<file path="src/rtl/lsu_arbiter_if.sv">
// Requester-side handshake bundle for lsu_arbiter: two requesters share one
// load/store path; index 0 is the core, index 1 is the program loader.
interface lsu_arbiter_if #(
    parameter int W = 8
) ();
    logic [1:0]        req;
    logic [1:0]        is_store;
    logic [1:0][W-1:0] base;
    logic [1:0][W-1:0] offset;
    logic [1:0][W-1:0] wdata;
    logic [1:0]        done;
    logic [W-1:0]      rdata;
    logic              busy;

    modport master (
        output req, is_store, base, offset, wdata,
        input  done, rdata, busy
    );

    modport slave (
        input  req, is_store, base, offset, wdata,
        output done, rdata, busy
    );
endinterface

</file>
<file path="src/rtl/lsu_arbiter.sv">
// Round-robin load/store controller sharing one ALU address path and one
// data-memory port between two requesters.
//
// state  | meaning
// IDLE   | waiting for a request; winner and its operands latched on grant
// ADDR   | ALU computes address from latched base/offset; result registered
// ACCESS | memory written (store) or read into rdata (load) on exiting edge
// RESP   | one-cycle done pulse to the granted requester
module lsu_arbiter #(
    parameter int         W      = 8,
    parameter logic [2:0] OP_LD  = 3'b110,
    parameter logic [2:0] OP_ST  = 3'b111,
    parameter logic [2:0] OP_NOP = 3'b000
) (
    input  logic         clk,
    input  logic         reset,
    lsu_arbiter_if.slave rq,
    output logic [2:0]   alu_cmd,
    output logic [W-1:0] alu_a,
    output logic [W-1:0] alu_b,
    output logic [W-1:0] alu_c,
    input  logic [W-1:0] alu_rslt,
    output logic [W-1:0] dm_addr,
    output logic [W-1:0] dm_dat_in,
    output logic         dm_wr_en,
    input  logic [W-1:0] dm_dat_out
);

    typedef enum logic [1:0] {
        IDLE   = 2'd0,
        ADDR   = 2'd1,
        ACCESS = 2'd2,
        RESP   = 2'd3
    } state_t;

    state_t       state_q;
    state_t       state_d;
    logic         grant_q;
    logic         last_grant_q;
    logic         store_q;
    logic [W-1:0] base_q;
    logic [W-1:0] offset_q;
    logic [W-1:0] wdata_q;
    logic [W-1:0] addr_q;
    logic [W-1:0] rdata_q;
    logic [1:0]   done_d;

    logic gnt_valid;
    logic gnt_idx;

    // On a tie the requester that did not win last time goes first.
    assign gnt_valid = |rq.req;
    assign gnt_idx   = (rq.req == 2'b11) ? ~last_grant_q : rq.req[1];

    always_ff @(posedge clk) begin
        if (!reset) begin
            state_q      <= IDLE;
            grant_q      <= 1'b0;
            last_grant_q <= 1'b1;
            store_q      <= 1'b0;
            base_q       <= '0;
            offset_q     <= '0;
            wdata_q      <= '0;
            addr_q       <= '0;
            rdata_q      <= '0;
        end else begin
            state_q <= state_d;
            if (state_q == IDLE && gnt_valid) begin
                grant_q      <= gnt_idx;
                last_grant_q <= gnt_idx;
                store_q      <= rq.is_store[gnt_idx];
                base_q       <= rq.base[gnt_idx];
                offset_q     <= rq.offset[gnt_idx];
                wdata_q      <= rq.wdata[gnt_idx];
            end
            if (state_q == ADDR) begin
                addr_q <= alu_rslt;
            end
            if (state_q == ACCESS && !store_q) begin
                rdata_q <= dm_dat_out;
            end
        end
    end

    always_comb begin
        state_d   = state_q;
        done_d    = 2'b00;
        alu_cmd   = OP_NOP;
        alu_a     = '0;
        alu_b     = '0;
        alu_c     = '0;
        dm_addr   = '0;
        dm_dat_in = '0;
        dm_wr_en  = 1'b0;
        case (state_q)
            IDLE: begin
                if (gnt_valid) begin
                    state_d = ADDR;
                end
            end
            ADDR: begin
                alu_cmd = store_q ? OP_ST : OP_LD;
                alu_a   = base_q;
                alu_b   = wdata_q;
                alu_c   = offset_q;
                state_d = ACCESS;
            end
            ACCESS: begin
                dm_addr = addr_q;
                if (store_q) begin
                    dm_dat_in = wdata_q;
                    dm_wr_en  = 1'b1;
                end
                state_d = RESP;
            end
            RESP: begin
                done_d[grant_q] = 1'b1;
                state_d         = IDLE;
            end
            default: begin
                state_d = IDLE;
            end
        endcase
    end

    assign rq.done  = done_d;
    assign rq.rdata = rdata_q;
    assign rq.busy  = (state_q != IDLE);

endmodule

</file>
<file path="src/flat_wrapper.sv">
// flat-port wrapper written by rule: the top's interface ports become plain ports
module lsu_arbiter_flat 
#(
    parameter int         W      = 8,
    parameter logic [2:0] OP_LD  = 3'b110,
    parameter logic [2:0] OP_ST  = 3'b111,
    parameter logic [2:0] OP_NOP = 3'b000
)
  (clk, reset, alu_cmd, alu_a, alu_b, alu_c, alu_rslt, dm_addr, dm_dat_in, dm_wr_en, dm_dat_out, rq_req, rq_is_store, rq_base, rq_offset, rq_wdata, rq_done, rq_rdata, rq_busy);
  lsu_arbiter_if #(.W(W)) rq_i ();
  input  logic clk;
  input  logic reset;
  output logic [2:0] alu_cmd;
  output logic [W-1:0] alu_a;
  output logic [W-1:0] alu_b;
  output logic [W-1:0] alu_c;
  input  logic [W-1:0] alu_rslt;
  output logic [W-1:0] dm_addr;
  output logic [W-1:0] dm_dat_in;
  output logic dm_wr_en;
  input  logic [W-1:0] dm_dat_out;
  input wire logic [$bits(rq_i.req)-1:0] rq_req;
  input wire logic [$bits(rq_i.is_store)-1:0] rq_is_store;
  input wire logic [$bits(rq_i.base)-1:0] rq_base;
  input wire logic [$bits(rq_i.offset)-1:0] rq_offset;
  input wire logic [$bits(rq_i.wdata)-1:0] rq_wdata;
  output wire logic [$bits(rq_i.done)-1:0] rq_done;
  output wire logic [$bits(rq_i.rdata)-1:0] rq_rdata;
  output wire logic [$bits(rq_i.busy)-1:0] rq_busy;
  assign rq_i.req = rq_req;
  assign rq_i.is_store = rq_is_store;
  assign rq_i.base = rq_base;
  assign rq_i.offset = rq_offset;
  assign rq_i.wdata = rq_wdata;
  assign rq_done = rq_i.done;
  assign rq_rdata = rq_i.rdata;
  assign rq_busy = rq_i.busy;
  lsu_arbiter #(.W(W), .OP_LD(OP_LD), .OP_ST(OP_ST), .OP_NOP(OP_NOP)) u_core (.clk(clk), .reset(reset), .rq(rq_i), .alu_cmd(alu_cmd), .alu_a(alu_a), .alu_b(alu_b), .alu_c(alu_c), .alu_rslt(alu_rslt), .dm_addr(dm_addr), .dm_dat_in(dm_dat_in), .dm_wr_en(dm_wr_en), .dm_dat_out(dm_dat_out));
endmodule
</file>
<file path="config.mk">
export PLATFORM = sky130hd
export DESIGN_NAME = lsu_arbiter_flat
export DESIGN_NICKNAME = d
export VERILOG_FILES = /design/src/rtl/lsu_arbiter_if.sv /design/src/rtl/lsu_arbiter.sv /design/src/flat_wrapper.sv
export SDC_FILE = /design/constraint.sdc
export NUM_CORES = 1
export LEC_CHECK = 0
export ABC_AREA = 1
export BUFFER_PORTS_ARGS = -buffer_cell sky130_fd_sc_hd__buf_2
export CAP_MARGIN = 40
export CELL_PAD_IN_SITES_DETAIL_PLACEMENT = 1
export CELL_PAD_IN_SITES_GLOBAL_PLACEMENT = 1
export CORE_MARGIN = 2
export CORE_UTILIZATION = 26
export DETAILED_ROUTE_END_ITERATION = 16
export PLACE_DENSITY = 0.76
export SLEW_MARGIN = 20
export SYNTH_ARGS = -nofsm -noshare
export SYNTH_HDL_FRONTEND = slang
export SYNTH_SLANG_ARGS = --single-unit
</file>
<file path="constraint.sdc">
create_clock -name clk -period 1.6 [get_ports clk]
set_clock_uncertainty 0.2 [all_clocks]
set_input_delay 0.32 -clock clk [delete_from_list [all_inputs] [get_ports clk]]
set_output_delay 0.32 -clock clk [all_outputs]
set_load 0.05 [all_outputs]
</file>
==> results of run 1 <==
[worst max-delay path by stage]
stage / from / end / slack, ns / cells past startpoint
6_report: u_core.state_q[0]$_SDFFE_PN0P_ / dm_dat_in[1] / -0.36 / 6
2_1_floorplan: u_core.state_q[1]$_SDFFE_PN0P_ / alu_b[0] / -0.17 / 6
3_5_place_dp: u_core.state_q[0]$_SDFFE_PN0P_ / dm_dat_in[0] / -0.15 / 5
4_1_cts: u_core.state_q[0]$_SDFFE_PN0P_ / alu_b[6] / -0.36 / 6
5_1_grt: u_core.state_q[0]$_SDFFE_PN0P_ / dm_addr[1] / -0.41 / 7
3_3_place_gp: u_core.state_q[0]$_SDFFE_PN0P_ / dm_dat_in[0] / -0.10 / 5
[what timing repair did]
action / CTS / global route
cloned: 3 / 2
gates resized for setup: 172 / 60
pin swaps: 15 / 4
setup endpoints to repair: 73 / 91
hold endpoints to repair: 0 / 0
hold buffers: 0 / 0
setup buffers: 7 / 2
[synth_stat cells]
cell type	number	area, um2
o21ai_2	1	8.760
inv_1	76	285.3
nor2_1	118	442.9
buf_4	1	7.510
a21oi_1	3	15.01
o21ai_0	27	135.1
clkbuf_1	8	30.03
nor2_4	1	11.26
ha_1	5	62.56
inv_2	1	3.750
nand3_1	3	15.01
dfxtp_1	45	900.9
buf_2	6	30.03
buf_6	5	56.30
o21ai_1	15	75.07
nand2_1	92	345.3
[through the flow]
step                utilization, %  setup TNS (ns)  total power (uW)  area (um2)
floorplan                        -          -4.437              4508        2740
detailed placement           38.54          -5.677              5393        3527
global placement             38.54          -1.875              5252        3527
global route                 49.24          -28.34              8125        4507
finish                       49.24          -22.65              7643        4507
CTS                          46.63          -19.83              7241        4268
[worst max-delay path: stages (launching register included)]
cell and delay [ns]:
dfxtp_2 0.33, buf_4 0.14, inv_4 0.08, ha_4 0.16
nand2_8 0.12, nor2_4 0.15, buf_8 0.16
[cell families (layout without fill, tap and decap cells)]
kind of cell,count (synthesis),in the layout,share of synthesized area (%)
adders and majority gates,5,5,2.580
DFF,45,45,37.15
and+or+nand+nor,214,214,33.59
AOI/OAI and AO/OA,46,46,9.649
buffers and inverters,97,239,17.03
[final cells by class]
cell class,count,area [um2]
timing repair buffer,154,1475
inverter,77,401.6
fill,1131,4646
tap,111,138.9
multi-input combinational,265,1494
sequential,45,905.9
clock inverter,3,22.52
clock buffer,5,68.82
[report_power, final]
part | switching (uW) | internal [uW] | leakage, uW | total, uW
combinational | 2920 | 2100 | 0.00189 | 5020
sequential | 378 | 1540 | 0.000373 | 1910
clock | 403 | 310 | 0.0000481 | 714
[cell usage in the layout, fill, tap and decap left out, drive strengths merged]
cell type / count
ha: 5
o21ai: 43
dfxtp: 45
nand3: 3
nand2: 92
clkinvlp: 28
nor2: 119
clkbuf: 7
buf: 152
clkinv: 3
inv: 49
a21oi: 3
[registers in the layout, summed over array words and instances, names as in the netlist]
| register | cells |
|---|---|
| u_core.addr_q | 8 |
| u_core.grant_q | 1 |
| u_core.wdata_q | 8 |
| u_core.last_grant_q | 1 |
| u_core.rq.rdata | 8 |
| u_core.offset_q | 8 |
| u_core.base_q | 8 |
| u_core.store_q | 1 |
| u_core.state_q | 2 |
[per-layer routing]
layer	GRT usage (%)	up-vias	share of wire (%)
met5	0	-	0
met1	19.63	1321	39
met4	5.058	0	1.9
met2	34.12	69	56
li1	-	1469	-
met3	2.566	14	3.0
==> run metrics, run 1 <==
Root Buffer=clkbuf_8; Worst-path clk slew=0.09 ns; Worst-Margin Slew=0.3108 ns; DR iter-0 viols=41; worst hold path startpoint=dm_dat_out[6]; setup ws final=-0.3622 ns; register bit total from synthesis=45; Syn-to-layout area delta=85.86%; Max-cap violations=0; gpl congestion=0.7735; dpl cells=639; antenna-violating nets left=0; r2r worst-path depth=9; Starting Density=26.49%; vias after detailed routing=2,873; Seq/Total Area, Yosys=37.15%; H-tree levels=2; nets@finish=623; mean routed wirelength per cell=14.17 um; syn avg cell area=5.958 um2; IO buf count=124; Worst Hold Depth=3; Worst Setup Path Type=reg -> out; clk buf depth=2; Slew headroom=79.20%; pwr dens=1696 nW/um2; outcome=finished with violations; layout cells sized above 1=50.09%; RSZ-0062 raised after global routing=true; Row Count=35; CP Max Fanout=8; vias in the first global route=3,059; first-pass GRT wire length=14,130 um; Yosys warning count=0; die area=10,110 um2; worst skew pair latency=0.30 ns; Worst VDD drop=0.6543 mV; ANT cells=0; maximum number of pins on one net before global-route repair=51; Final setup violation count=81; IO Pins=125; Required @ worst endpoint=1.08 ns; Die Y=100.6 um; TritonCTS clock tree=done; Finished Layout Cells=660; vias per std cell=4.353; failing checks=negative setup slack; DRC Markers=0; Lkg Pwr=0.002309 uW; dpl ws=-0.1547 ns; Fin Hold WS=0.04055 ns; fin crit period=1.962 ns; library cells used by synthesis=16; reg-to-reg critical path startpoint=u_core.state_q[1]$_SDFFE_PN0P_; Mapped Nets=482; clk sinks=45; fmax=509.6 MHz; First-pass DRT Iterations=4; hold endpoint=u_core.rq.rdata[6]$_SDFFE_PN0P_; Core ar.=9153 um2; Reg2Reg Setup Slack=-0.31 ns; total gr overflow=0; Hold Crit Class=in -> reg; worst r2r dst=u_core.addr_q[4]$_SDFFE_PN0N_; HPWL after DPL=5958 um; fin crit share=122.6%; All-Layer GR Usage=17.57%; CTS Buf Count=5; Die Width=100.6 um; critical path endpoint category=output port; Final Slew Violations=0; startpoint class of the critical path=flop; Hold Vio Cnt, Final=0; Synth Instances=407; Routed Wire Length=9349 um; Synth Cell Area=2425 um2; initial antenna violation count=0; WP data arrival=1.44 ns
(Power assumes the default switching activity.)
==> run 2, diff against run 1 <==
==> constraint.sdc (replaced) <==
create_clock -name clk -period 1.6 [get_ports clk]
set_clock_uncertainty 0.2 [all_clocks]
set_input_delay 0.08 -clock clk [delete_from_list [all_inputs] [get_ports clk]]
set_output_delay 0.08 -clock clk [all_outputs]
set_load 0.05 [all_outputs]
==> run metrics, run 2 (synthesis gave the netlist of run 1 again) <==
Max-cap violations=0 (unchanged); fin crit period=1.713 ns (-0.2488 ns); Die Width=100.6 um (unchanged); cell repeated most along the worst path=buf_6; slowest stage delay, CP=0.33 ns (about the same); Critical-path top delay cell=dfxtp_2; Hold Vio Cnt, Final=0 (unchanged); HPWL after DPL=5734 um (-3.8%); antenna-violating nets left=0 (unchanged); failing checks=negative setup slack; Slew headroom=78.20% (-1.0 points); Required @ worst endpoint=1.32 ns (+0.24 ns); Fin Hold WS=0.3032 ns (+0.2627 ns); gpl congestion=0.8224 (+6.3%); CP Max Fanout=5 (-3); clk buf depth=2 (unchanged); Worst-Margin Slew=0.3265 ns (+0.01567 ns); setup ws final=-0.1134 ns (+0.2488 ns); Final Core Density=52.86% (+3.6 points); Final Slew Violations=0 (unchanged); Routed Wire Length=10,850 um (+16%); First-pass DRT Iterations=4 (unchanged); total gr overflow=0 (unchanged); Core ar.=9153 um2 (unchanged); area of the multi-input gates=1314 um2 (-12%); Reg2Reg Setup Slack=-0.07 ns (+0.24 ns); worst-path cell chain=buf_6, ha_4, clkbuf_16, nand2_2, clkinvlp_4, buf_6; setup TNS=-4.205 ns (+18.44 ns); Die Y=100.6 um (unchanged); Worst-path clk slew=0.08 ns (about the same); startpoint class of the critical path=flop; All-Layer GR Usage=20.39% (+2.8 points); first-pass GRT wire length=16,090 um (+14%); layout cells sized above 1=38.59% (-12 points); Worst Setup Path Type=reg -> out; clk sinks=45 (unchanged); Hold Crit Class=reg -> reg; ANT cells=0 (unchanged); RSZ-0062 raised after global routing=true; Syn-to-layout area delta=99.54%; fin crit share=107.1% (-16 points); reg-to-reg critical path startpoint=u_core.state_q[0]$_SDFFE_PN0P_; critical path endpoint category=output port; hold endpoint=u_core.last_grant_q$_SDFFE_PN1P_; DRC Markers=0 (unchanged); worst r2r dst=u_core.addr_q[7]$_SDFFE_PN0N_; DR iter-0 viols=75 (+83%); die area=10,110 um2 (unchanged); Top Family by Delay on Critical Path=buffers and inverters; Starting Density=26.49% (unchanged); outcome=finished with violations; register area=903.4 um2 (-0.28%); r2r worst-path depth=7 (-2); IO buf count=124 (unchanged); fmax=583.6 MHz (+15%); Worst Hold Depth=2 (-1); vias after detailed routing=3,176 (+11%); vias per std cell=4.411 (+1.3%); pwr dens=1502 nW/um2 (-11%); worst hold path startpoint=u_core.last_grant_q$_SDFFE_PN1P_; Final setup violation count=58 (-28%); fill count=1,113 (-1.6%); CP Buf/Inv Count=4 (+1); maximum number of pins on one net before global-route repair=51 (unchanged); worst skew pair latency=0.29 ns (about the same); WP data arrival=1.43 ns (about the same); TritonCTS clock tree=done; CTS Buf Count=5 (unchanged); IO Pins=125 (unchanged); Root Buffer=clkbuf_8; vias in the first global route=3,366 (+10%); Row Count=35 (unchanged); Lkg Pwr=0.002459 uW (+6.5%); commonest non-fill, non-tap cell in the layout=nor2_1; leading cell types in the layout, fill and taps excluded=nor2_1, buf_2, dlygate4sd3_1; nets@finish=683 (+9.6%); H-tree levels=2 (unchanged); initial antenna violation count=0 (unchanged); Worst VDD drop=0.6171 mV (-5.7%); mean routed wirelength per cell=15.07 um (+6.4%)
-- run 2: cell count changes in the layout (fill, tap and decap cells not counted), sizes merged --
cell / change
bufinv: +1
clkbuf: +4
dlygate4sd3: +69
clkinv: -3
inv: +2
clkinvlp: -2
buf: -11
-- run 2: cell type report --
type                    instances  share of cell area, %
well taps                     111                  2.870
clock buffers                   7                  1.784
inverters                      77                  8.042
clock inverters                 1                 0.6206
multi-input cells             265                  27.15
repair buffers                214                  40.86
flip-flops and latches         45                  18.67
-- run 2: worst max path at each step --
stage | start | end | cells after the start
6_report | u_core.state_q[0]$_SDFFE_PN0P_ | alu_c[2] | 6
5_1_grt | u_core.state_q[0]$_SDFFE_PN0P_ | dm_dat_in[2] | 5
3_5_place_dp | u_core.state_q[1]$_SDFFE_PN0P_ | u_core.wdata_q[3]$_SDFFE_PN0P_ | 8
3_3_place_gp | u_core.state_q[1]$_SDFFE_PN0P_ | u_core.base_q[5]$_SDFFE_PN0P_ | 8
2_1_floorplan | u_core.state_q[0]$_SDFFE_PN0P_ | dm_dat_in[0] | 4
4_1_cts | u_core.state_q[0]$_SDFFE_PN0P_ | alu_b[6] | 6
-- run 2: worst min-delay path: cells and delay by family, from the launching register on --
family / cells / cell delay [ns]
flip-flops: 1 / 0.35
AND/OR/NAND/NOR: 2 / 0.13
-- run 2: timing repair --
action,in CTS,in global routing
resized for setup,131,46
setup buffers,0,5
hold endpoints to repair,44,0
pin swaps,1,13
hold buffers,69,0
cloned,1,3
endpoints found under the setup margin,70,88
-- run 2: per-stage QoR --
step	total power (uW)	cells	worst slack (ns)	area, um2
final	7269	720	-0.1134	4838
after global placement	4983	634	0.05587	3341
after floorplan	4184	407	-0.08887	2544
after CTS	6713	712	-0.1330	4573
after global routing	7725	720	-0.1710	4838
after detailed placement	5095	634	-0.03320	3341
-- run 2: power by group --
part | leakage (uW) | internal, uW | switching (uW) | total (uW)
clock | 0.0000585 | 510 | 384 | 894
combinational | 0.00203 | 1840 | 2670 | 4520
sequential | 0.000373 | 1530 | 330 | 1860
total | 0.00246 | 3880 | 3390 | 7270
-- run 2: routing by layer --
metal	vias up	part of all wire [%]	GRT usage [%]	wire length (um)
met3	25	4.1	3.883	448
met1	1471	37	20.53	4055
li1	1584	-	-	-
met5	-	0	0	0
met4	0	2.6	6.428	280
met2	96	56	41.40	6066
==> run 3, diff against run 2 <==
--- a/config.mk
+++ b/config.mk
@@ -5,15 +5,14 @@
 export SDC_FILE = /design/constraint.sdc
 export NUM_CORES = 1
 export LEC_CHECK = 0
-export ABC_AREA = 1
 export BUFFER_PORTS_ARGS = -buffer_cell sky130_fd_sc_hd__buf_2
 export CAP_MARGIN = 40
 export CELL_PAD_IN_SITES_DETAIL_PLACEMENT = 1
 export CELL_PAD_IN_SITES_GLOBAL_PLACEMENT = 1
 export CORE_MARGIN = 2
-export CORE_UTILIZATION = 26
+export CORE_UTILIZATION = 28
 export DETAILED_ROUTE_END_ITERATION = 16
-export PLACE_DENSITY = 0.76
+export PLACE_DENSITY = 0.77
 export SLEW_MARGIN = 20
 export SYNTH_ARGS = -nofsm -noshare
 export SYNTH_HDL_FRONTEND = slang
==> run metrics, run 3 <==
outcome=finished with violations; failing checks=negative setup slack; Root Buffer=clkbuf_8; area of the multi-input gates=1459 um2 (+11%); CP Buf/Inv Count=4 (unchanged); Critical-path top delay cell=dfxtp_2; Final Slew Violations=0 (unchanged); register area=903.4 um2 (unchanged); worst skew pair latency=0.29 ns (about the same); slowest stage delay, CP=0.34 ns (about the same); Die Y=94.55 um (-6.0%); Max-cap violations=0 (unchanged); layout cells sized above 1=47.85% (+9.3 points); Slew headroom=67.17% (-11 points); fin crit share=107.7% (+0.57 points); total gr overflow=0 (unchanged); Lkg Pwr=0.002002 uW (-19%); startpoint class of the critical path=flop; nets@finish=542 (-21%); top cell type's share of synthesized area=39.24% (+2.1 points); Post-Synth Adder-Cell Area=2.725% (+0.14 points); All-Layer GR Usage=23.08% (+2.7 points); CP Max Fanout=12 (+7); Top Family by Delay on Critical Path=buffers and inverters; H-tree levels=2 (unchanged); IO buf count=124 (unchanged); Core ar.=8093 um2 (-12%); vias in the first global route=3,025 (-10%); post-route total power=6511 uW (-10%); worst-path cell chain=inv_2, buf_6, ha_4, buf_12, and2_4, buf_8; Synth Area in Simple Gates=21.85% (-12 points); Final setup violation count=40 (-31%); commonest non-fill, non-tap cell in the layout=buf_2; setup ws final=-0.1226 ns (-0.009177 ns); Routed Wire Length=10,790 um (-0.57%); fin crit period=1.723 ns (+0.009177 ns); IO Pins=125 (unchanged); syn avg cell area=8.567 um2 (+44%); Worst VDD drop=0.5868 mV (-4.9%); antenna-violating nets left=0 (unchanged); Final Core Density=55.80% (+2.9 points); synth top area cells=dfxtp_1, a21oi_1, and2_1; fmax=580.5 MHz (-0.53%); DRC Markers=0 (unchanged); vias after detailed routing=2,729 (-14%); Worst-path clk slew=0.09 ns (about the same); RSZ-0062 raised after global routing=true; Syn-to-layout area delta=96.68%; Synth Cell Area=2296 um2 (-5.3%); largest family of logic cells by synthesized area=simple AND/OR/NAND/NOR gates; ANT cells=0 (unchanged); Worst-Margin Slew=0.4913 ns (+0.1648 ns); TritonCTS clock tree=done; clk buf depth=2 (unchanged); fill count=906 (-19%); initial antenna violation count=0 (unchanged); critical path endpoint category=output port; Die Width=94.55 um (-6.0%); First-pass DRT Iterations=4 (unchanged); ys flop type=dfxtp_1; dpl ws=-0.05321 ns (-0.02001 ns); Mapped Nets=343 (-29%); XOR/XNOR Fraction of Synth Area=0% (unchanged); pwr dens=1442 nW/um2 (-4.0%); Required @ worst endpoint=1.32 ns (about the same); library cells used by synthesis=27 (+11); Yosys warning count=0 (unchanged); Synth Instances=268 (-34%); Finished Layout Cells=571 (-21%); leading cell types in the layout, fill and taps excluded=buf_2, dlygate4sd3_1, a21oi_1; WP data arrival=1.44 ns (about the same); Seq/Total Area, Yosys=39.24% (+2.1 points); Final Instance Area=4516 um2 (-6.7%); Row Count=33 (-5.7%); top-count cell post-synth=a21oi_1; dpl cell area=3093 um2 (-7.4%); DR iter-0 viols=64 (-15%); gpl congestion=0.7185 (-13%); HPWL after DPL=5452 um (-4.9%); die area=8940 um2 (-12%); CTS Buf Count=5 (unchanged); first-pass GRT wire length=15,610 um (-3.0%); dpl cells=491 (-23%); register bit total from synthesis=45 (unchanged); maximum number of pins on one net before global-route repair=46 (-9.8%); FFs w/ async S/R, synth=0% (unchanged); Starting Density=28.37% (+1.9 points); Commonest cells post-synth=a21oi_1, dfxtp_1, and2_1, nand2_1, o21ai_0; mean routed wirelength per cell=18.89 um (+25%); Yosys top cell by area=dfxtp_1; vias per std cell=4.779 (+8.3%); mux contribution to synthesized area=6.975% (+7.0 points); Hold Vio Cnt, Final=0 (unchanged); clk sinks=45 (unchanged); EDFF count, synth=0 (unchanged); Hold Crit Class=in -> reg; Compound-Gate Fraction of Synth Area=21.31% (+12 points); Worst Setup Path Type=reg -> out
==> run 3: area by class of cell <==
| type | instances | share of cell area, % |
|---|---|---|
| multi-input combinational | 199 | 32.31 |
| inverter | 3 | 0.3602 |
| tap | 105 | 2.909 |
| clock inverter | 1 | 0.1108 |
| timing repair buffer | 213 | 42.78 |
| clock buffer | 5 | 1.524 |
| sequential | 45 | 20.01 |
==> run 3: logic make-up after synthesis <==
family	Yosys count
and+or+nand+nor	90
AOI/OAI and AO/OA	86
DFF	45
buffers and inverters	26
muxes	16
adders and majority gates	5
==> run 3: report_power, final <==
| group | internal, uW | total [uW] | switching, uW |
|---|---|---|---|
| Clock | 288 | 665 | 376 |
| Sequential | 1470 | 1720 | 255 |
| Combinational | 1850 | 4120 | 2270 |
==> run 3: what timing repair did <==
item / 4_1_cts / 5_1_grt
gates cloned: 3 / 2
endpoints found under the hold margin: 41 / 0
resized for setup: 119 / 50
pin swaps: 5 / 9
setup buffers: 2 / 1
endpoints found under the setup margin: 73 / 88
hold buffers: 66 / 0
==> run 3: per-layer routing <==
metal / track usage [%] / routed length [um]
met1: 23.52 / 3885
met4: 6.159 / 140
met5: 0 / 0
met3: 4.389 / 618
met2: 47.14 / 6144
==> run 3: stage by stage <==
step	hold slack [ns]	setup TNS [ns]
floorplan	0.008168	0
global placement	0.1222	-0.009521
CTS	0.008995	-5.601
detailed placement	0.1274	-0.2738
global route	0.07734	-7.685
finish	0.05153	-3.689
==> run 3: final timing paths <==
path                                        from                              end  depth (start not counted)  slack [ns]
setup / recovery  u_core.state_q[1]$_SDFFE_PN0P_                         alu_a[7]                          6       -0.12
hold / removal                         rq_req[0]   u_core.state_q[0]$_SDFFE_PN0P_                          3        0.05
setup reg to reg  u_core.state_q[0]$_SDFFE_PN0P_  u_core.offset_q[7]$_SDFFE_PN0P_                          6       -0.01
hold reg to reg    u_core.addr_q[7]$_SDFFE_PN0N_    u_core.addr_q[7]$_SDFFE_PN0N_                          2        0.33
==> run 3: worst min-delay path: stages <==
cell and delay, ns:
buf_2 0.18, nor3_1 0.16, a21oi_1 0.08
